[src/rtl/load_store_buffer.sv]
// In-order load/store queue between dispatch and the LSU: snoops the CDBs for
// operands and issues the head entry once it is safe to touch memory.
module load_store_buffer #(
    parameter int          LSB_SIZE = 16,
    parameter int          ROB_ID_W = 5,
    parameter int          PTR_W    = 4,
    parameter logic [31:0] IO_BASE  = 32'h30000
) (
    input  logic                clk,
    input  logic                rst,
    input  logic                rdy,
    input  logic                alloc_signal_from_dispatcher,
    input  logic                is_store_from_dispatcher,
    input  logic [2:0]          funct3_from_dispatcher,
    input  logic [ROB_ID_W-1:0] Q1_from_dispatcher,
    input  logic [ROB_ID_W-1:0] Q2_from_dispatcher,
    input  logic [31:0]         V1_from_dispatcher,
    input  logic [31:0]         V2_from_dispatcher,
    input  logic [31:0]         imm_from_dispatcher,
    input  logic [ROB_ID_W-1:0] rob_id_from_dispatcher,
    output logic                full_signal,
    input  logic                update_signal_from_alu,
    input  logic [ROB_ID_W-1:0] rob_id_from_alu,
    input  logic [31:0]         result_from_alu,
    input  logic                update_signal_from_lsu,
    input  logic [ROB_ID_W-1:0] rob_id_from_lsu,
    input  logic [31:0]         result_from_lsu,
    input  logic                commit_flag_from_rob,
    input  logic [ROB_ID_W-1:0] rob_id_from_rob,
    input  logic [ROB_ID_W-1:0] io_rob_id_from_rob,
    input  logic                misbranch_flag,
    output logic [ROB_ID_W-1:0] io_ins_rob_id_to_rob,
    input  logic                lsu_busy,
    output logic                issue_valid_to_lsu,
    output logic                is_store_to_lsu,
    output logic [2:0]          funct3_to_lsu,
    output logic [31:0]         addr_to_lsu,
    output logic [31:0]         data_to_lsu,
    output logic [ROB_ID_W-1:0] rob_id_to_lsu
);

    // Entry storage (every entry is read by the snoop logic, so it lives in flops)
    logic [LSB_SIZE-1:0]               ent_busy_reg, ent_committed_reg, ent_is_store_reg;
    logic [LSB_SIZE-1:0][2:0]          ent_funct3_reg;
    logic [LSB_SIZE-1:0][ROB_ID_W-1:0] ent_q1_reg, ent_q2_reg, ent_rob_id_reg;
    logic [LSB_SIZE-1:0][31:0]         ent_v1_reg, ent_v2_reg, ent_imm_reg;

    logic [PTR_W-1:0]    head_reg, tail_reg, head_next, tail_next;
    logic [PTR_W:0]      count_reg, count_next, kept_count;
    logic                issue_valid_reg;
    logic                lsu_is_store_reg;
    logic [2:0]          lsu_funct3_reg;
    logic [31:0]         lsu_addr_reg, lsu_data_reg;
    logic [ROB_ID_W-1:0] lsu_rob_id_reg, io_ins_reg;

    // Per-entry next values after CDB snoop and commit
    logic [LSB_SIZE-1:0]               alu_hit1, alu_hit2, lsu_hit1, lsu_hit2;
    logic [LSB_SIZE-1:0]               commit_hit, committed_now, keep;
    logic [LSB_SIZE-1:0][ROB_ID_W-1:0] q1_snoop, q2_snoop;
    logic [LSB_SIZE-1:0][31:0]         v1_snoop, v2_snoop;

    logic pop, alloc_fire;

    genvar gi;
    generate
        for (gi = 0; gi < LSB_SIZE; gi++) begin : g_entry
            assign alu_hit1[gi] = update_signal_from_alu && (ent_q1_reg[gi] != '0) && (ent_q1_reg[gi] == rob_id_from_alu);
            assign alu_hit2[gi] = update_signal_from_alu && (ent_q2_reg[gi] != '0) && (ent_q2_reg[gi] == rob_id_from_alu);
            assign lsu_hit1[gi] = update_signal_from_lsu && (ent_q1_reg[gi] != '0) && (ent_q1_reg[gi] == rob_id_from_lsu);
            assign lsu_hit2[gi] = update_signal_from_lsu && (ent_q2_reg[gi] != '0) && (ent_q2_reg[gi] == rob_id_from_lsu);
            assign q1_snoop[gi] = (alu_hit1[gi] || lsu_hit1[gi]) ? '0 : ent_q1_reg[gi];
            assign q2_snoop[gi] = (alu_hit2[gi] || lsu_hit2[gi]) ? '0 : ent_q2_reg[gi];
            assign v1_snoop[gi] = alu_hit1[gi] ? result_from_alu : (lsu_hit1[gi] ? result_from_lsu : ent_v1_reg[gi]);
            assign v2_snoop[gi] = alu_hit2[gi] ? result_from_alu : (lsu_hit2[gi] ? result_from_lsu : ent_v2_reg[gi]);
            assign commit_hit[gi] = commit_flag_from_rob && ent_busy_reg[gi] && ent_is_store_reg[gi]
                                    && (ent_rob_id_reg[gi] == rob_id_from_rob);
            assign committed_now[gi] = ent_committed_reg[gi] | commit_hit[gi];
            // A misbranch keeps only committed stores; the issued head is always dropped
            assign keep[gi] = ent_busy_reg[gi]
                              && !(pop && (head_reg == PTR_W'(gi)))
                              && !(misbranch_flag && !committed_now[gi]);
        end
    endgenerate

    // Same-cycle forwarding for the entry being allocated
    logic                alloc_a1, alloc_a2, alloc_l1, alloc_l2;
    logic [ROB_ID_W-1:0] alloc_q1, alloc_q2;
    logic [31:0]         alloc_v1, alloc_v2;

    assign alloc_a1 = update_signal_from_alu && (Q1_from_dispatcher != '0) && (Q1_from_dispatcher == rob_id_from_alu);
    assign alloc_a2 = update_signal_from_alu && (Q2_from_dispatcher != '0) && (Q2_from_dispatcher == rob_id_from_alu);
    assign alloc_l1 = update_signal_from_lsu && (Q1_from_dispatcher != '0) && (Q1_from_dispatcher == rob_id_from_lsu);
    assign alloc_l2 = update_signal_from_lsu && (Q2_from_dispatcher != '0) && (Q2_from_dispatcher == rob_id_from_lsu);
    assign alloc_q1 = (alloc_a1 || alloc_l1) ? '0 : Q1_from_dispatcher;
    assign alloc_q2 = (alloc_a2 || alloc_l2) ? '0 : Q2_from_dispatcher;
    assign alloc_v1 = alloc_a1 ? result_from_alu : (alloc_l1 ? result_from_lsu : V1_from_dispatcher);
    assign alloc_v2 = alloc_a2 ? result_from_alu : (alloc_l2 ? result_from_lsu : V2_from_dispatcher);

    // Head entry view
    logic                head_busy, head_is_store, head_committed, head_is_io;
    logic                load_ready, store_ready, head_io_load;
    logic [ROB_ID_W-1:0] head_q1, head_q2, head_rob_id;
    logic [31:0]         head_addr;

    assign head_busy      = ent_busy_reg[head_reg];
    assign head_is_store  = ent_is_store_reg[head_reg];
    assign head_committed = ent_committed_reg[head_reg];
    assign head_q1        = ent_q1_reg[head_reg];
    assign head_q2        = ent_q2_reg[head_reg];
    assign head_rob_id    = ent_rob_id_reg[head_reg];
    assign head_addr      = ent_v1_reg[head_reg] + ent_imm_reg[head_reg];
    assign head_is_io     = (head_addr >= IO_BASE);

    assign head_io_load = (count_reg != '0) && head_busy && !head_is_store && (head_q1 == '0) && head_is_io;
    assign load_ready   = !head_is_store && (head_q1 == '0) && (!head_is_io || (io_rob_id_from_rob == head_rob_id));
    assign store_ready  = head_is_store && (head_q1 == '0) && (head_q2 == '0) && head_committed;

    // Loads never start during a flush; a committed store at the head still may
    assign pop = (count_reg != '0) && head_busy && !issue_valid_reg && !lsu_busy
                 && (misbranch_flag ? store_ready : (load_ready || store_ready));
    assign alloc_fire = alloc_signal_from_dispatcher && !misbranch_flag;

    always_comb begin
        kept_count = '0;
        for (int i = 0; i < LSB_SIZE; i++) begin
            if (ent_busy_reg[i] && committed_now[i]) begin
                kept_count = kept_count + (PTR_W+1)'(1);
            end
        end
    end

    always_comb begin
        head_next  = head_reg + PTR_W'(pop);
        tail_next  = tail_reg + PTR_W'(alloc_fire);
        count_next = count_reg + (PTR_W+1)'(alloc_fire) - (PTR_W+1)'(pop);
        if (misbranch_flag) begin
            tail_next  = head_reg + kept_count[PTR_W-1:0];
            count_next = kept_count - (PTR_W+1)'(pop);
        end
    end

    always_ff @(posedge clk) begin
        if (rst) begin
            head_reg          <= '0;
            tail_reg          <= '0;
            count_reg         <= '0;
            ent_busy_reg      <= '0;
            ent_committed_reg <= '0;
            issue_valid_reg   <= 1'b0;
            io_ins_reg        <= '0;
            lsu_is_store_reg  <= 1'b0;
            lsu_funct3_reg    <= '0;
            lsu_addr_reg      <= '0;
            lsu_data_reg      <= '0;
            lsu_rob_id_reg    <= '0;
        end else if (rdy) begin
            head_reg        <= head_next;
            tail_reg        <= tail_next;
            count_reg       <= count_next;
            issue_valid_reg <= pop;
            io_ins_reg      <= head_io_load ? head_rob_id : '0;
            if (pop) begin
                lsu_is_store_reg <= head_is_store;
                lsu_funct3_reg   <= ent_funct3_reg[head_reg];
                lsu_addr_reg     <= head_addr;
                lsu_data_reg     <= ent_v2_reg[head_reg];
                lsu_rob_id_reg   <= head_rob_id;
            end
            for (int i = 0; i < LSB_SIZE; i++) begin
                if (alloc_fire && (tail_reg == PTR_W'(i))) begin
                    ent_busy_reg[i]      <= 1'b1;
                    ent_committed_reg[i] <= 1'b0;
                    ent_is_store_reg[i]  <= is_store_from_dispatcher;
                    ent_funct3_reg[i]    <= funct3_from_dispatcher;
                    ent_q1_reg[i]        <= alloc_q1;
                    ent_q2_reg[i]        <= alloc_q2;
                    ent_v1_reg[i]        <= alloc_v1;
                    ent_v2_reg[i]        <= alloc_v2;
                    ent_imm_reg[i]       <= imm_from_dispatcher;
                    ent_rob_id_reg[i]    <= rob_id_from_dispatcher;
                end else begin
                    ent_busy_reg[i]      <= keep[i];
                    ent_committed_reg[i] <= committed_now[i] & keep[i];
                    ent_q1_reg[i]        <= q1_snoop[i];
                    ent_q2_reg[i]        <= q2_snoop[i];
                    ent_v1_reg[i]        <= v1_snoop[i];
                    ent_v2_reg[i]        <= v2_snoop[i];
                end
            end
        end
    end

    assign full_signal          = (count_reg >= (PTR_W+1)'(LSB_SIZE - 3));
    assign issue_valid_to_lsu   = issue_valid_reg;
    assign is_store_to_lsu      = lsu_is_store_reg;
    assign funct3_to_lsu        = lsu_funct3_reg;
    assign addr_to_lsu          = lsu_addr_reg;
    assign data_to_lsu          = lsu_data_reg;
    assign rob_id_to_lsu        = lsu_rob_id_reg;
    assign io_ins_rob_id_to_rob = io_ins_reg;

endmodule
[config.mk]
export PLATFORM = sky130hd
export DESIGN_NAME = load_store_buffer
export DESIGN_NICKNAME = d
export VERILOG_FILES = /design/src/rtl/load_store_buffer.sv
export SDC_FILE = /design/constraint.sdc
export NUM_CORES = 2
export LEC_CHECK = 0
export BUFFER_PORTS_ARGS = -buffer_cell sky130_fd_sc_hd__buf_2
export CORE_MARGIN = 8
export CORE_UTILIZATION = 50
export CTS_CLUSTER_SIZE = 28
export DETAILED_ROUTE_END_ITERATION = 16
export PLACE_DENSITY = 0.66
export RECOVER_POWER = 100
export SLEW_MARGIN = 10
export SYNTH_ARGS = -nofsm -noshare
export SYNTH_HDL_FRONTEND = slang
export SYNTH_SLANG_ARGS = --single-unit
[constraint.sdc]
create_clock -name clk -period 14.5 [get_ports clk]
set_clock_uncertainty 0.05 [all_clocks]
set_input_delay 0 -clock clk [delete_from_list [all_inputs] [get_ports clk]]
set_output_delay 0 -clock clk [all_outputs]
set_load 0.02 [all_outputs]
Word-level counts from Yosys, hierarchy flattened
Index checks and enable logic that the tools add are counted.

Bits in latches: 0. Word-level logic and storage cells: 1117. Bits in read-only memories: 0. Memory bits (writable): 0. Input port bits: 208. Memories kept: 0. Register bits: 1964.

Order comparisons: 3. Multiply operators: 0. Equality and inequality tests: 115. Shift operators: 0. Div/mod/pow operators: 0. Mux-type cells: 238. Add/sub/neg operators: 22. Bitwise gates (word level): 33. Reductions and logical operators: 566.

Operators by type and width (count): 32-bit two-way mux (103); 5-bit two-way mux (86); 5-bit == test (85); 32-bit binary-select mux with 4-bit select (3); 1-bit logical AND (293); 3-bit AND reduction (80); 5-bit nonzero test (35); 3-bit nonzero test (32); 5-bit by 1-bit adder with 5-bit output (second input constant) (15); 4-bit == test (second input constant) (16); 2-bit nonzero test (32); 5-bit binary-select mux with 4-bit select (3); 1-bit zero test (53); 1-bit two-way mux (37); 1-bit logical OR (36); 32-bit adder (1); 4-bit by 3-bit == test with 1-bit output (second input constant) (8); 32-bit by 18-bit >= comparator with 1-bit output (second input constant) (1); 1-bit AND (16); 4-bit by 2-bit == test with 1-bit output (second input constant) (4); 1-bit OR (16); 1-bit binary-select mux with 4-bit select (3); 3-bit binary-select mux with 4-bit select (1); 5-bit zero test (2); other kinds (12) (16).

Longest topological paths before layout
Depth in word-level cells: 38. Depth in mapped cells: 53. Gate-level depth less buffers: 51.

Worst setup path after synthesis
OpenSTA, ideal clock, no wires.

Path kind: register to register. Start point: reg head_reg[0]. End point: reg count_reg[4]. Cell stages (with the launch flop): 42. Slack: 4.369 ns. Period minus slack after synthesis: 10.131 ns. Setup time: 0.116 ns. Data required time: 14.334 ns. Arrival time: 9.965 ns. Path buffers: 9. Cell sequence: dfxtp_1 clkbuf_1 buf_2 clkbuf_1 clkbuf_1 clkbuf_1 clkbuf_1 buf_1 buf_1 mux4_2 mux4_2 ha_1 inv_1 fa_1 nor2b_1 o21ai_0 a21boi_1 o21a_1 [... 6 more ...] a2111o_1 or4_1 nor4_1 o21ai_1 clkbuf_1 inv_1 ha_1 inv_1 ha_1 fa_1 a21oi_1 nor2_1 nor2_1 xor2_1 nor3_1 a21oi_1 nor2_1 a31o_1.

Longest elaborated chain between the ends: 12. Elaborated cells on any way between the ends: 38. Those cells by class: add/sub: 3; order compare: 1; eq/ne: 1; mux: 18; reduce/logical: 15.

RTL lines: start, declared (line 48) `logic [PTR_W-1:0] head_reg, tail_reg, head_next, tail_next;`; start signal, assigned (line 157) `head_reg <= head_next;`; 32-bit binary-select mux with 4-bit select (line 111) `assign head_addr = ent_v1_reg[head_reg] + ent_imm_reg[head_reg];`; 32-bit two-way mux (implied by the code) (line 111); 32-bit adder (line 111); 32-bit by 18-bit >= comparator with 1-bit output (line 112) `assign head_is_io = (head_addr >= IO_BASE);`; 1-bit zero test (line 115) `assign load_ready = !head_is_store && (head_q1 == '0) && (!head_is_io || (io_rob_id_from_rob == head_rob_id));`; 1-bit logical OR (line 115); 1-bit logical AND (line 115); 1-bit logical OR (line 120) `&& (misbranch_flag ? store_ready : (load_ready || store_ready));`; 1-bit two-way mux (line 120); 1-bit logical AND * (line 120); via pop (line 62) `logic pop, alloc_fire;`; 5-bit by 1-bit subtractor with 5-bit output, on equally long branches (line 135, 138); 5-bit two-way mux * (line 136) `if (misbranch_flag) begin`; end signal, assigned (line 159) `count_reg <= count_next;`; end, declared (line 49) `logic [PTR_W:0] count_reg, count_next, kept_count;`.

Mark *: on every way through the listed nets, which the timed path passes. The rest lies on a longest branch. The select of a mux whose other input is x is not followed. A chain may end at the register's enable or synchronous reset.

Worst setup path after layout
Start point: reg head_reg[0]. End point: reg lsu_data_reg[19], in the netlist data_to_lsu[19].

Longest elaborated chain between the ends: 11. Elaborated cells on any way between the ends: 38. Those cells by class: add/sub: 1; order compare: 1; eq/ne: 1; mux: 19; reduce/logical: 16.

RTL lines: 32-bit binary-select mux with 4-bit select (line 111); 32-bit two-way mux (implied by the code) (line 111); 32-bit adder (line 111); 32-bit by 18-bit >= comparator with 1-bit output (line 112); 1-bit zero test (line 115); 1-bit logical OR (line 115); 1-bit logical AND (line 115); 1-bit logical OR (line 120); 1-bit two-way mux (line 120); 1-bit logical AND (line 120); 2-bit AND reduction (no source line); end signal, assigned (line 166) `lsu_data_reg <= ent_v2_reg[head_reg];`; end, declared (line 53) `logic [31:0] lsu_addr_reg, lsu_data_reg;`.

Parallel ways exist; a longest one is shown, timed or not. The select of a mux whose other input is x is not followed.

==> qor.txt <==
CP Launch Point: head_reg[0]
Worst R2R Start: head_reg[0]
CP Max Fanout: 95
Synth area leaders: edfxtp_1 52%, mux4_2 11%, mux2i_1 11%
Die Y-Extent: 479 µm
Resized cells post-CTS: 0
# setup viols final: 0
Worst reg2reg path endpoint: data_to_lsu[19]
GRT overflow: 0
Mean post-synth cell area: 12.3 µm²
H-Tree Depth: 4
Asr flop ratio synth: 0
Register bit count reported by yosys: 1964
Root buf cell: clkbuf_16
Synthesized Nets: 8941
Initial DRC count: 10248
Minimum clock period: 11740 ps
GP Congestion: 0.884
Total Routing Usage GR: 0.309
Cell count after synthesis: 8664
Hold Path Stages: 3
Netlist cell types: 92
Status: complete, but fails checks
Vias in the first global route: 75418
Clock Path Buffers: 3
Worst slack, placed: 4180 ps
Final Hold Fails: 0
Worst slew pin tran: 4570 ps
First-pass GRT wire length: 523000 µm
CTS tree: built
Post-synth top area share: 0.517
Postcts setup bufs: 0
Clock sink total: 1964
CP endpoint kind: flop
FP Rows: 169
Largest net degree at the start of global routing: 127
Multi-input gate area in the final layout: 46000 µm²
Max-slew violations: 4175
R2r setup slk: 2760 ps
Seq/Total Area, Yosys: 0.540
DRT antenna net count: 0
Top achievable clock speed: 85.2 MHz
CTS buffer count: 209
IO Port Bufs: 287
Ys Warns: 0
Ys flop type: edfxtp_1
Pwr dens: 104 nW/µm²
DP HPWL: 204000 µm
Latest clock arrival within the worst-skew pair: 870 ps
DRT Wirelength: 366000 µm
Initial antenna violation count: 22
Total core area: 212000 µm²
Routed length per instance: 31.5 µm
P_leak: 35.1 nW
Slew headroom: -2.05
Tightest Hold Check Type: input pin to flop
Commonest non-fill, non-tap cell in the layout: edfxtp_1
Max Cap Viol: 141
Critical path arrival: 12400 ps
Layout area overhead: 10.8%
Drt pass-1 iters: 8
Setup TNS: 0 ps
CP startpoint kind: flop
Layout Nets: 8877
Post-synth EDFFs: 1840
Fin crit share: 0.809
Crit Path Class: flop to flop
Hold Startpoint: Q2_from_dispatcher[0]
Failing checks: max-capacitance violations, max-slew violations
Die W: 479 µm
RSZ-0062 raised after global routing: false
Fillcell total: 17287
R2R cell count: 23
Area leader, netlist: edfxtp_1
Die area: 229000 µm²
CP required: 15160 ps
Hold path endpoint: ent_q2_reg[10]
Peak VDD IR: 0.000127 V
Clock transition at path regs: 60 ps
Remaining routing DRC violations: 0
Mapped cell area: 107000 µm²
Initial Utilization: 0.504
Vias: 76323
Layout cells sized above 1: 0.138
Reg area: 57700 µm²
Final worst setup slack: 2760 ps
Top Ports: 288
Commonest cells after routing, fill and taps aside: 1840 x edfxtp_1, 1217 x nand2_1, 1166 x mux2i_1
Vias per cell: 6.57
[worst max-delay path by stage]
stage | endpoint | slack, ps | cells past startpoint
floorplan | count_reg[4] | 4370 | 41
global placement | tail_reg[3] | 4250 | 48
detailed placement | tail_reg[3] | 4180 | 48
CTS | tail_reg[3] | 4150 | 48
global route | data_to_lsu[24] | 1880 | 23
finish | data_to_lsu[19] | 2760 | 23
[area by class of cell]
cell class / instances / share of cell area
flip-flops and latches: 1964 / 0.487
multi-input cells: 5720 / 0.388
clock buffers: 285 / 0.0487
repair buffers: 657 / 0.0355
well taps: 2821 / 0.0298
clock inverters: 114 / 0.00855
inverters: 48 / 0.00156
diodes: 14 / 0.000296
[stage by stage]
| step | utilization | power (W) | instances | hold WS (ps) | instance area (µm²) |
|---|---|---|---|---|---|
| after floorplan | - | 0.00679 | 8664 | 48.9 | 107000 |
| after global placement | 0.521 | 0.00701 | 11031 | 316 | 111000 |
| after detailed placement | 0.521 | 0.00704 | 11031 | 335 | 111000 |
| after CTS | 0.561 | 0.0124 | 11608 | 1.68 | 119000 |
| after global routing | 0.558 | 0.0126 | 11616 | 58.6 | 118000 |
| final | 0.558 | 0.0124 | 11623 | 76.1 | 118000 |
[worst max-delay path: stages, from the launching register on]
cell	delay (ps)
dfxtp_1	1790
buf_12	740
buf_4	760
mux4_2	600
mux4_2	600
ha_1	390
a21oi_1	190
nor2b_1	60
o21ai_0	140
nand2b_1	100
a211oi_1	240
o21bai_1	100
a31oi_1	230
o21ai_0	230
a31oi_1	300
o21ai_0	160
a311oi_1	330
or4_1	160
nor4_1	60
clkbuf_1	230
o211ai_1	540
clkbuf_1	2750
mux2i_1	380
nor2_1	90
[report_power, final]
group          internal [W]  switching (W)
logic              0.000236       0.000518
registers           0.00622     0.00000884
clock network       0.00305        0.00233
[metal layers]
layer  vias to the layer above  share of wire  global-route usage
met4                        16          0.060               0.157
li1                      32131              -                   -
met2                      5066           0.46               0.495
met1                     37874           0.37               0.407
met3                      1236           0.11              0.0540
met5                         -        0.00033                   0
[synth_stat cells (74+ instances only)]
library cell / n
nand2_1: 1218
nor2_1: 400
buf_1: 138
xnor2_1: 283
dfxtp_1: 124
o21ai_0: 1080
mux2i_1: 1166
nor4_1: 97
clkbuf_1: 777
mux4_2: 527
edfxtp_1: 1840
xor2_1: 209
nand4_1: 74
[timing repair]
action | in CTS | in global routing
endpoints found under the setup margin | 0 | 0
hold buffers | 178 | 1
hold endpoints to repair | 1785 | 6
[cells by family after synthesis]
logic type,count (synthesis),share of synthesized area
compound gates,1401,0.0712
xor+xnor,513,0.0442
fa+ha+maj,70,0.00838
buf+inv,980,0.0349
flops,1964,0.540
mux,1693,0.220
simple gates,2043,0.0814
Power figures use the tool's default switching activity.
